$ cat config.mk
export PLATFORM = sky130hd
export DESIGN_NAME = ram_port_arbiter
export DESIGN_NICKNAME = d
export VERILOG_FILES = /design/src/rtl/ram_arb_pkg.sv /design/src/rtl/arb_pick2.sv /design/src/rtl/ram_port_arbiter.sv
export SDC_FILE = /design/constraint.sdc
export NUM_CORES = 1
export LEC_CHECK = 0
export ABC_AREA = 1
export CORE_UTILIZATION = 38
export CTS_BUF_LIST = sky130_fd_sc_hd__clkbuf_4 sky130_fd_sc_hd__clkbuf_8
export CTS_CLUSTER_DIAMETER = 150
export DETAILED_ROUTE_END_ITERATION = 7
export GPL_TIMING_DRIVEN = 0
export HOLD_SLACK_MARGIN = 0.1
export PLACE_DENSITY = 0.88
export RECOVER_POWER = 50
export SYNTH_ARGS = -nofsm -noshare
export SYNTH_HDL_FRONTEND = slang
export SYNTH_SLANG_ARGS = --single-unit
$ cat constraint.sdc
create_clock -name clk -period 2.2 [get_ports clk]
set_clock_uncertainty 0.05 [all_clocks]
set_input_delay 0.22 -clock clk [delete_from_list [all_inputs] [get_ports clk]]
set_output_delay 0.22 -clock clk [all_outputs]
set_load 0.01 [all_outputs]
$ cat src/rtl/ram_arb_pkg.sv
`default_nettype none
// ============================================================================
// Module   : ram_arb_pkg
// Purpose  : Shared widths and requester ids for the data-RAM port arbiter.
// Revision : 1.0 - initial release
// ============================================================================
package ram_arb_pkg;

    localparam int RAM_AW = 6;
    localparam int RAM_DW = 16;

    typedef enum logic {
        REQ_CPU = 1'b0,
        REQ_RD  = 1'b1
    } req_id_t;

endpackage : ram_arb_pkg
`default_nettype wire

$ cat src/rtl/arb_pick2.sv
`default_nettype none
// ============================================================================
// Module   : arb_pick2
// Purpose  : Combinational 2-way winner picker. RAM_ARB_ROUND_ROBIN_EN selects
//            preferred-id tie breaking; otherwise the readout engine wins ties.
// Revision : 1.0 - initial release
// ============================================================================
module arb_pick2
    import ram_arb_pkg::*;
(
    input  logic    i_elig_cpu,
    input  logic    i_elig_rd,
    input  req_id_t i_pref,
    output logic    o_valid,
    output req_id_t o_winner
);

    req_id_t w_tie_winner;

`ifdef RAM_ARB_ROUND_ROBIN_EN
    assign w_tie_winner = i_pref;
`else
    logic w_unused_pref;
    assign w_unused_pref = (i_pref == REQ_RD);
    assign w_tie_winner  = REQ_RD;
`endif

    always_comb begin
        o_valid  = i_elig_cpu | i_elig_rd;
        o_winner = REQ_CPU;
        if (i_elig_cpu && i_elig_rd) begin
            o_winner = w_tie_winner;
        end else if (i_elig_rd) begin
            o_winner = REQ_RD;
        end
    end

endmodule : arb_pick2
`default_nettype wire

$ cat src/rtl/ram_port_arbiter.sv
`default_nettype none
// ============================================================================
// Module   : ram_port_arbiter
// Purpose  : Registered request/grant arbiter sharing the single-port data RAM
//            between the CPU and the readout engine. Macro RAM_ARB_ROUND_ROBIN_EN
//            enables round-robin; default build is fixed readout-first priority.
// Revision : 1.0 - initial release
// ============================================================================
module ram_port_arbiter
    import ram_arb_pkg::*;
#(
    parameter int AW = RAM_AW,
    parameter int DW = RAM_DW
) (
    input  logic          clk,
    input  logic          reset,

    input  logic          cpu_req,
    input  logic          cpu_we,
    input  logic [AW-1:0] cpu_addr,
    input  logic [DW-1:0] cpu_wdata,
    output logic          cpu_gnt,
    output logic          cpu_rvalid,
    output logic [DW-1:0] cpu_rdata,
    output logic          cpu_stall,

    input  logic          rd_req,
    input  logic          rd_we,
    input  logic [AW-1:0] rd_addr,
    input  logic [DW-1:0] rd_wdata,
    output logic          rd_gnt,
    output logic          rd_rvalid,
    output logic [DW-1:0] rd_rdata,
    output logic          rd_stall,
    input  logic          rd_lock,

    output logic          ram_en,
    output logic          ram_we,
    output logic [AW-1:0] ram_addr,
    output logic [DW-1:0] ram_din,
    input  logic [DW-1:0] ram_dout
);

    logic          r_cpu_gnt;
    logic          r_rd_gnt;
    logic          r_cpu_rvalid;
    logic          r_rd_rvalid;
    logic          r_ram_en;
    logic          r_ram_we;
    logic [AW-1:0] r_ram_addr;
    logic [DW-1:0] r_ram_din;
    req_id_t       r_owner;
    logic          r_rd_flag;

    logic          w_elig_cpu;
    logic          w_elig_rd;
    logic          w_win_valid;
    req_id_t       w_winner;
    req_id_t       w_pref;
    logic          w_sel_we;
    logic [AW-1:0] w_sel_addr;
    logic [DW-1:0] w_sel_wdata;

    // A requester granted this cycle sits out one arbitration so its held
    // request is not issued twice.
    assign w_elig_cpu = cpu_req & ~r_cpu_gnt & ~rd_lock;
    assign w_elig_rd  = rd_req  & ~r_rd_gnt;

`ifdef RAM_ARB_ROUND_ROBIN_EN
    req_id_t r_ptr;

    always_ff @(posedge clk) begin
        if (reset) begin
            r_ptr <= REQ_CPU;
        end else if (w_win_valid) begin
            r_ptr <= (w_winner == REQ_CPU) ? REQ_RD : REQ_CPU;
        end
    end

    assign w_pref = r_ptr;
`else
    assign w_pref = REQ_CPU;
`endif

    arb_pick2 u_pick (
        .i_elig_cpu (w_elig_cpu),
        .i_elig_rd  (w_elig_rd),
        .i_pref     (w_pref),
        .o_valid    (w_win_valid),
        .o_winner   (w_winner)
    );

    always_comb begin
        w_sel_we    = cpu_we;
        w_sel_addr  = cpu_addr;
        w_sel_wdata = cpu_wdata;
        if (w_winner == REQ_RD) begin
            w_sel_we    = rd_we;
            w_sel_addr  = rd_addr;
            w_sel_wdata = rd_wdata;
        end
    end

    always_ff @(posedge clk) begin
        if (reset) begin
            r_cpu_gnt    <= 1'b0;
            r_rd_gnt     <= 1'b0;
            r_cpu_rvalid <= 1'b0;
            r_rd_rvalid  <= 1'b0;
            r_ram_en     <= 1'b0;
            r_ram_we     <= 1'b0;
            r_ram_addr   <= '0;
            r_ram_din    <= '0;
            r_owner      <= REQ_CPU;
            r_rd_flag    <= 1'b0;
        end else begin
            r_cpu_gnt    <= w_win_valid & (w_winner == REQ_CPU);
            r_rd_gnt     <= w_win_valid & (w_winner == REQ_RD);
            r_ram_en     <= w_win_valid;
            r_ram_we     <= w_win_valid & w_sel_we;
            // The RAM returns data the cycle after the command; tag it to the owner.
            r_cpu_rvalid <= r_ram_en & r_rd_flag & (r_owner == REQ_CPU);
            r_rd_rvalid  <= r_ram_en & r_rd_flag & (r_owner == REQ_RD);
            if (w_win_valid) begin
                r_ram_addr <= w_sel_addr;
                r_ram_din  <= w_sel_wdata;
                r_owner    <= w_winner;
                r_rd_flag  <= ~w_sel_we;
            end
        end
    end

    assign cpu_gnt    = r_cpu_gnt;
    assign rd_gnt     = r_rd_gnt;
    assign cpu_rvalid = r_cpu_rvalid;
    assign rd_rvalid  = r_rd_rvalid;
    assign cpu_rdata  = ram_dout;
    assign rd_rdata   = ram_dout;
    assign cpu_stall  = cpu_req & ~r_cpu_gnt;
    assign rd_stall   = rd_req  & ~r_rd_gnt;
    assign ram_en     = r_ram_en;
    assign ram_we     = r_ram_we;
    assign ram_addr   = r_ram_addr;
    assign ram_din    = r_ram_din;

endmodule : ram_port_arbiter
`default_nettype wire
# After elaboration in Yosys (flattened, before gate mapping)
# Cells that the tools add are included.
dict set report totals {
  ff_bits 30
  input_bits 67
  wordCells 32
}
dict set report op_classes {
  n_mux 5
  bitwise 16
  reduce_logical 1
}
# op n
set op_table {}
lappend op_table {{$mux W16} 1}
lappend op_table {{$and A1 B1 Y1} 9}
lappend op_table {{$mux W6} 1}
lappend op_table {{$not A1 Y1} 6}
lappend op_table {{$mux W1} 3}
lappend op_table {{$logic_and A1 B1 Y1} 1}
lappend op_table {{$or A1 B1 Y1} 1}

# Logic depth before layout (Yosys ltp)
# Gate-level depths: netlist (run 1).
dict set report depth {
  ltp_word 7
  ltp_mapped 8
  mapped_depth_nobuf 7
}

# By module
# A second synthesis (run 1) with hierarchy kept.
dict set report unflattened {
  hier_cells 236
  hier_area_um2 1619.1
}
# module n_inst cells_per_inst area_each_um2
set by_module_without_submodules {}
lappend by_module_without_submodules {ram_port_arbiter 1 232 1604.0}
lappend by_module_without_submodules {arb_pick2 1 4 15.0}

# Worst setup path before layout (run 1)
# Ideal clock, no wire load.
dict set report synth_timing {
  kind {flip-flop to flip-flop}
  from {register r_rd_gnt (netlist: rd_gnt)}
  to {register r_ram_addr[0] (netlist: ram_addr[0])}
  arrival_time_ns 1.061
  setup_slack_ns 0.977
  path_stages_with_launch 8
  n_path_buf 2
  synth_period_minus_slack_ns 1.223
  path_cell_list {dfxtp_1 inv_1 nand2_1 buf_2 buf_6 nand3_1 nand2_1 nor2_1}
}
dict set report synth_between {
  elab_chain_len 5
  word_cells_on_any_way 7
  cone_classes {mux (3); bitwise (3); reduce/logical (1)}
}
# item line_no
set synth_rtl {}
lappend synth_rtl {{start: declaration} ram_port_arbiter.sv:45} ;# logic r_rd_gnt;
lappend synth_rtl {{start signal: assignment} ram_port_arbiter.sv:118} ;# r_rd_gnt <= w_win_valid & (w_winner == REQ_RD);
lappend synth_rtl {{$not A1 Y1 (*)} ram_port_arbiter.sv:67} ;# assign w_elig_rd = rd_req & ~r_rd_gnt;
lappend synth_rtl {{$and A1 B1 Y1 (*)} ram_port_arbiter.sv:67}
lappend synth_rtl {{$mux W1 / $logic_and A1 B1 Y1 (equally long branches)} {arb_pick2.sv:33, arb_pick2.sv:31}}
lappend synth_rtl {{$mux W1} arb_pick2.sv:31} ;# if (i_elig_cpu && i_elig_rd) begin
lappend synth_rtl {{$mux W6} ram_port_arbiter.sv:97} ;# if (w_winner == REQ_RD) begin
lappend synth_rtl {{end signal: assignment} ram_port_arbiter.sv:125} ;# r_ram_addr <= w_sel_addr;
lappend synth_rtl {{end: declaration} ram_port_arbiter.sv:50} ;# logic [AW-1:0] r_ram_addr;
# Every way passes the cells marked *; elsewhere a longest branch is shown, timed or not.
# A chain may end at the register's enable or synchronous reset.

# Worst setup path after layout (run 1)
dict set report layout_timing {
  from {input port rd_req}
  to {output port rd_stall}
}
dict set report layout_between {
  elab_chain_len 1
}
# item line_no
set layout_rtl {}
lappend layout_rtl {{start: declaration} ram_port_arbiter.sv:27} ;# input logic rd_req,
lappend layout_rtl {{$and A1 B1 Y1} ram_port_arbiter.sv:140} ;# assign rd_stall = rd_req & ~r_rd_gnt;
lappend layout_rtl {{end: declaration} ram_port_arbiter.sv:34} ;# output logic rd_stall,
# Every way passes these cells.

==> impl_metrics.json, run 1 <==
{
  "syn_inst": 283,
  "route.met2.wl_um": 2800,
  "crit_type": "input pin to output port",
  "diodes": 0,
  "required_ps": 1930,
  "drt_iter0_drc": 84,
  "power.density_nw_per_um2": 511,
  "post_cts_buffers": 0,
  "antenna_found_initial": 0,
  "syn_avg_cell_area_um2": 6.25,
  "peakVddDrop_uv": 290,
  "totalWireLength_um": 5240,
  "cts_buffers": 5,
  "ys_types": 14,
  "crit_fanout": 10,
  "status": "finished, final reports clean",
  "r2r_setup_slack_ps": 630,
  "setup_violations": 0,
  "tritoncts": "done",
  "core_area_um2": 4410,
  "max_slew_margin_pct": 67.7,
  "timing.setup.tns_ps": 0,
  "hold_viol": 0,
  "synth_top_area_share_pct": 34.0,
  "nNetsFinal": 468,
  "grt_first_pass_wirelength_um": 8470,
  "r2r-end": "ram_addr[2]",
  "synth_top_area_cell": "dfxtp_1",
  "fin_crit_ps": 2070,
  "yosysWarnings": 0,
  "grt_pass1_vias": 1949,
  "firstDrtPassIters": 4,
  "cts_sinks": 30,
  "die_area_um2": 4930,
  "grt_max_degree": 11,
  "hold_ws_ps": 159,
  "cts_buffer_depth": 2,
  "drive_gt1_share_pct": 12.2,
  "worst_hold_path_type": "input pin to register",
  "place_congestion": 0.808,
  "timing.rr.start": "rd_gnt",
  "grt.overflow.total": 0,
  "fin_crit_sh_pct": 93.9,
  "via_count": 2099,
  "clk_pin_slew_ps": 60,
  "yosysSeqAreaShare_pct": 34.0,
  "clk_latency_ps": 270,
  "final_max_slew_viol_count": 0,
  "cp_data_arrival_time_ps": 1800,
  "rsz0062_at_grt": "false",
  "start_util_pct": 40.1,
  "reg2regPathDepth": 7,
  "port_buffers": 111,
  "setup.worst_path.end": "rd_stall",
  "min_path_cells": 2,
  "critPathLaunch": "rd_req",
  "cts_resized": 0,
  "cts_hold_buf": 0,
  "start_kind": "input pin",
  "htree_levels": 2,
  "grt_usage_pct": 21.1,
  "synthesis.area_um2": 1770,
  "total_power_mw": 1.54,
  "largest_register_ffs": 16,
  "die_x_um": 70.2,
  "cts_root_buffer": "clkbuf_8",
  "num_io_pins": 129,
  "wire_per_inst_um": 11.6,
  "top_layer": "met4",
  "fp-row-count": 24,
  "fp.dieH_um": 70.2,
  "placed_cells": 446,
  "cap_violations": 0,
  "instances_no_fill": 453,
  "synth_fp_nets": 350,
  "wl_met1_um": 1960,
  "drc": 0,
  "place_hpwl_um": 4140,
  "syn2layout_area_growth_pct": 70.8,
  "fmax_mhz": 484,
  "p_leak_nw": 1.47,
  "end_kind": "output port",
  "tightest_slew_ps": 484,
  "synth_area_leaders": "dfxtp_1 34%, nand2_1 15%, buf_4 14%",
  "ant_nets": 0,
  "via_per_inst": 4.63,
  "ys_seq_elements": 30,
  "met3_length_um": 365
}
## layout by cell type, fill, tap and decap left out, types with 7 or more instances in the layout
cell type	synthesis	final
clkdlybuf4s50_1	0	75
nand2_1	73	73
nor2_1	50	50
nand3_1	46	46
dlygate4sd3_1	0	36
buf_4	32	32
inv_1	31	31
dfxtp_1	30	30
buf_2	9	7
## synthesized netlist by cell type
cell type / count
buf_2: 9
clkbuf_1: 2
a21oi_1: 1
buf_4: 32
nor3_1: 2
buf_1: 3
nor3b_1: 1
nand3_1: 46
nor2_1: 50
buf_6: 2
inv_1: 31
dfxtp_1: 30
nand3_2: 1
nand2_1: 73
## per-stage QoR
stage               setup WS [ps]  instance area (um^2)  util [%]
finish                        134                  3020      68.4
global route                 53.1                  3020      68.4
CTS                           129                  3020      68.5
detailed placement            131                  2940      66.7
global placement              146                  2940      66.7
floorplan                     977                  1770         -
## layer usage
metal	up-vias	GRT usage [%]
li1	1059	-
met1	938	21.7
met2	90	40.8
met3	12	4.33
met4	0	8.67
met5	-	0
## area by class of cell
type	count	area (um^2)
Tap cell	52	65.1
Timing Repair Buffer	111	1110
Clock inverter	2	10.0
Fill cell	399	1390
Buffer	48	324
Sequential cell	30	601
Multi-Input combinational cell	174	724
Inverter	31	116
Clock buffer	5	68.8
## how the worst min path moves through the flow
stage,start,endpoint,slack [ps]
2_1_floorplan,r_owner,cpu_rvalid,360
3_5_place_dp,r_owner,cpu_rvalid,380
5_1_grt,reset,ram_we,180
3_3_place_gp,r_owner,cpu_rvalid,370
6_report,reset,ram_we,160
4_1_cts,reset,ram_we,160
## critical path: stages
cell             delay, ps
clkdlybuf4s50_1        580
nand2_1                140
buf_2                  210
inv_1                  110
clkdlybuf4s50_1        540
## logic make-up after synthesis
| group | after synthesis | synth area share [%] |
|---|---|---|
| buffers and inverters | 79 | 25.1 |
| and+or+nand+nor | 173 | 40.7 |
| DFF | 30 | 34.0 |
| AOI/OAI and AO/OA | 1 | 0.283 |
## power by group
group | internal, mW | switching, mW | total (mW)
clock network | 0.212 | 0.194 | 0.406
registers | 0.590 | 0.0226 | 0.613
logic | 0.301 | 0.226 | 0.527
total | 1.10 | 0.443 | 1.54
Note: power is estimated with default switching activity, not from simulation.
==> run 2: changes to the inputs <==
--- a/config.mk
+++ b/config.mk
@@ -12,6 +12,7 @@
 export DETAILED_ROUTE_END_ITERATION = 7
 export GPL_TIMING_DRIVEN = 0
 export HOLD_SLACK_MARGIN = 0.1
+export MAX_ROUTING_LAYER = met4
 export PLACE_DENSITY = 0.88
 export RECOVER_POWER = 50
 export SYNTH_ARGS = -nofsm -noshare
==> constraint.sdc (replaced) <==
create_clock -name clk -period 2.2 [get_ports clk]
set_clock_uncertainty 0.05 [all_clocks]
set_input_delay 0.22 -clock clk [delete_from_list [all_inputs] [get_ports clk]]
set_output_delay 0.22 -clock clk [all_outputs]
set_load 0.02 [all_outputs]
==> run 2 against run 1 <==
Net effect: combinational power is 11% higher; clock-buffer cell count unchanged; sequential cell count is the same; sequential power hardly changed; die area stayed put; via count shrank 0.29%; power up 3.9%; cell area is essentially flat; routed wire length up 0.27%; non-clock buffer count did not move; critical endpoint unchanged; largest power group unchanged; highest routed layer unchanged.
==> impl_metrics.json, run 2 (same netlist as run 1, synthesis figures left out) <==
{
  "multiInputGateArea_um2": 724,
  "via_per_inst": 4.62,
  "rsz0062_at_grt": "false",
  "hold_viol": 0,
  "die_x_um": 70.2,
  "grt_pass1_vias": 1948,
  "cts_hold_buf": 0,
  "start_util_pct": 40.1,
  "grt_usage_pct": 21.7,
  "setup_violations": 0,
  "worst_hold_path_type": "input pin to register",
  "fp.dieH_um": 70.2,
  "drc": 0,
  "r2r_setup_slack_ps": 630,
  "place_hpwl_um": 4140,
  "peakVddDrop_uv": 292,
  "layout_common_cells": "74 x clkdlybuf4s50_1, 73 x nand2_1, 50 x nor2_1",
  "fp-row-count": 24,
  "fin_crit_sh_pct": 83.1,
  "grt.overflow.total": 0,
  "via_count": 2093,
  "core_area_um2": 4410,
  "port_buffers": 111,
  "firstDrtPassIters": 5,
  "die_area_um2": 4930,
  "timing.setup.tns_ps": 0,
  "n_fill_cell": 399,
  "num_io_pins": 129,
  "ant_nets": 0,
  "grt_first_pass_wirelength_um": 8470,
  "drive_gt1_share_pct": 12.2,
  "crit_type": "input pin to output port",
  "htree_levels": 2,
  "crit_fanout": 10,
  "max_slew_margin_pct": 67.5,
  "grt_max_degree": 11,
  "start_kind": "input pin",
  "cts_sinks": 30,
  "fin_crit_ps": 1830,
  "end_kind": "output port",
  "power.density_nw_per_um2": 531,
  "required_ps": 1930,
  "clk_pin_slew_ps": 60,
  "timing.rr.start": "rd_gnt",
  "cts_root_buffer": "clkbuf_8",
  "tightest_slew_ps": 487,
  "min_path_cells": 2,
  "largest_register_ffs": 16,
  "cts_buffer_depth": 2,
  "clk_latency_ps": 270,
  "wire_per_inst_um": 11.6,
  "status": "finished, final reports clean",
  "reg2regPathDepth": 7,
  "antenna_found_initial": 0,
  "fmax_mhz": 547,
  "cpPeakStageDelay_ps": 650,
  "nNetsFinal": 468,
  "drt_iter0_drc": 106,
  "place_congestion": 0.820,
  "crit_path_top_delay_cell": "dlygate4sd3_1",
  "worstHoldStart": "reset",
  "regArea_um2": 601,
  "cts_resized": 0,
  "cts_buffers": 5,
  "totalWireLength_um": 5260,
  "p_leak_nw": 1.48,
  "instances_no_fill": 453,
  "post_cts_buffers": 0,
  "critPathLaunch": "rd_req",
  "tritoncts": "done",
  "r2r-end": "ram_addr[2]",
  "placed_cells": 446,
  "whs_endpoint": "ram_we",
  "crit_chain": "dlygate4sd3_1 > nand2_1 > buf_2 > inv_1 > dlymetal6s2s_1",
  "final_max_slew_viol_count": 0,
  "syn2layout_area_growth_pct": 71.0,
  "diodes": 0,
  "final_common_cell": "clkdlybuf4s50_1",
  "cap_violations": 0,
  "cp_data_arrival_time_ps": 1560
}
[run 2: area by class of cell]
type | instances | area share (%)
buffer | 48 | 10.7
inverter | 31 | 3.85
multi-input combinational | 174 | 24.0
clock buffer | 5 | 2.28
sequential | 30 | 19.9
timing repair buffer | 111 | 36.8
clock inverter | 2 | 0.331
tap | 52 | 2.15
[run 2: power by group]
group          switching, mW  internal (mW)
clock                  0.195          0.212
combinational          0.284          0.301
sequential            0.0227          0.590
[run 2: per-layer routing]
metal  GRT usage, %  share of wire (%)  vias up
li1               -                  -     1060
met1           21.9                 37      935
met2           40.8                 54       86
met3           4.04                6.2       12
met4           8.67                2.3        0
met5              -                  0        -
[run 2: through the flow]
| stage | total power, mW | util [%] | area, um^2 | hold slack, ps | worst slack, ps |
|---|---|---|---|---|---|
| 2_1_floorplan | 0.944 | - | 1770 | 363 | 880 |
| 3_3_place_gp | 1.21 | 66.7 | 2940 | 374 | 78.4 |
| 5_1_grt | 1.69 | 68.5 | 3020 | 180 | 285 |
| 4_1_cts | 1.63 | 68.5 | 3020 | 156 | 61.4 |
| 6_report | 1.60 | 68.5 | 3020 | 160 | 371 |
| 3_5_place_dp | 1.22 | 66.7 | 2940 | 382 | 63.2 |
[run 2: critical path, delay by kind of cell]
family / cells / cell delay, ps
buffers and inverters: 4 / 1190
AND/OR/NAND/NOR: 1 / 140
[run 2: worst max-delay path by stage]
stage / slack (ps) / cells after the start / to
after floorplan: 880 / 7 / ram_addr[0]
after global placement: 80 / 5 / rd_stall
after detailed placement: 60 / 5 / rd_stall
after CTS: 60 / 5 / rd_stall
after global routing: 280 / 5 / rd_stall
final: 370 / 5 / rd_stall
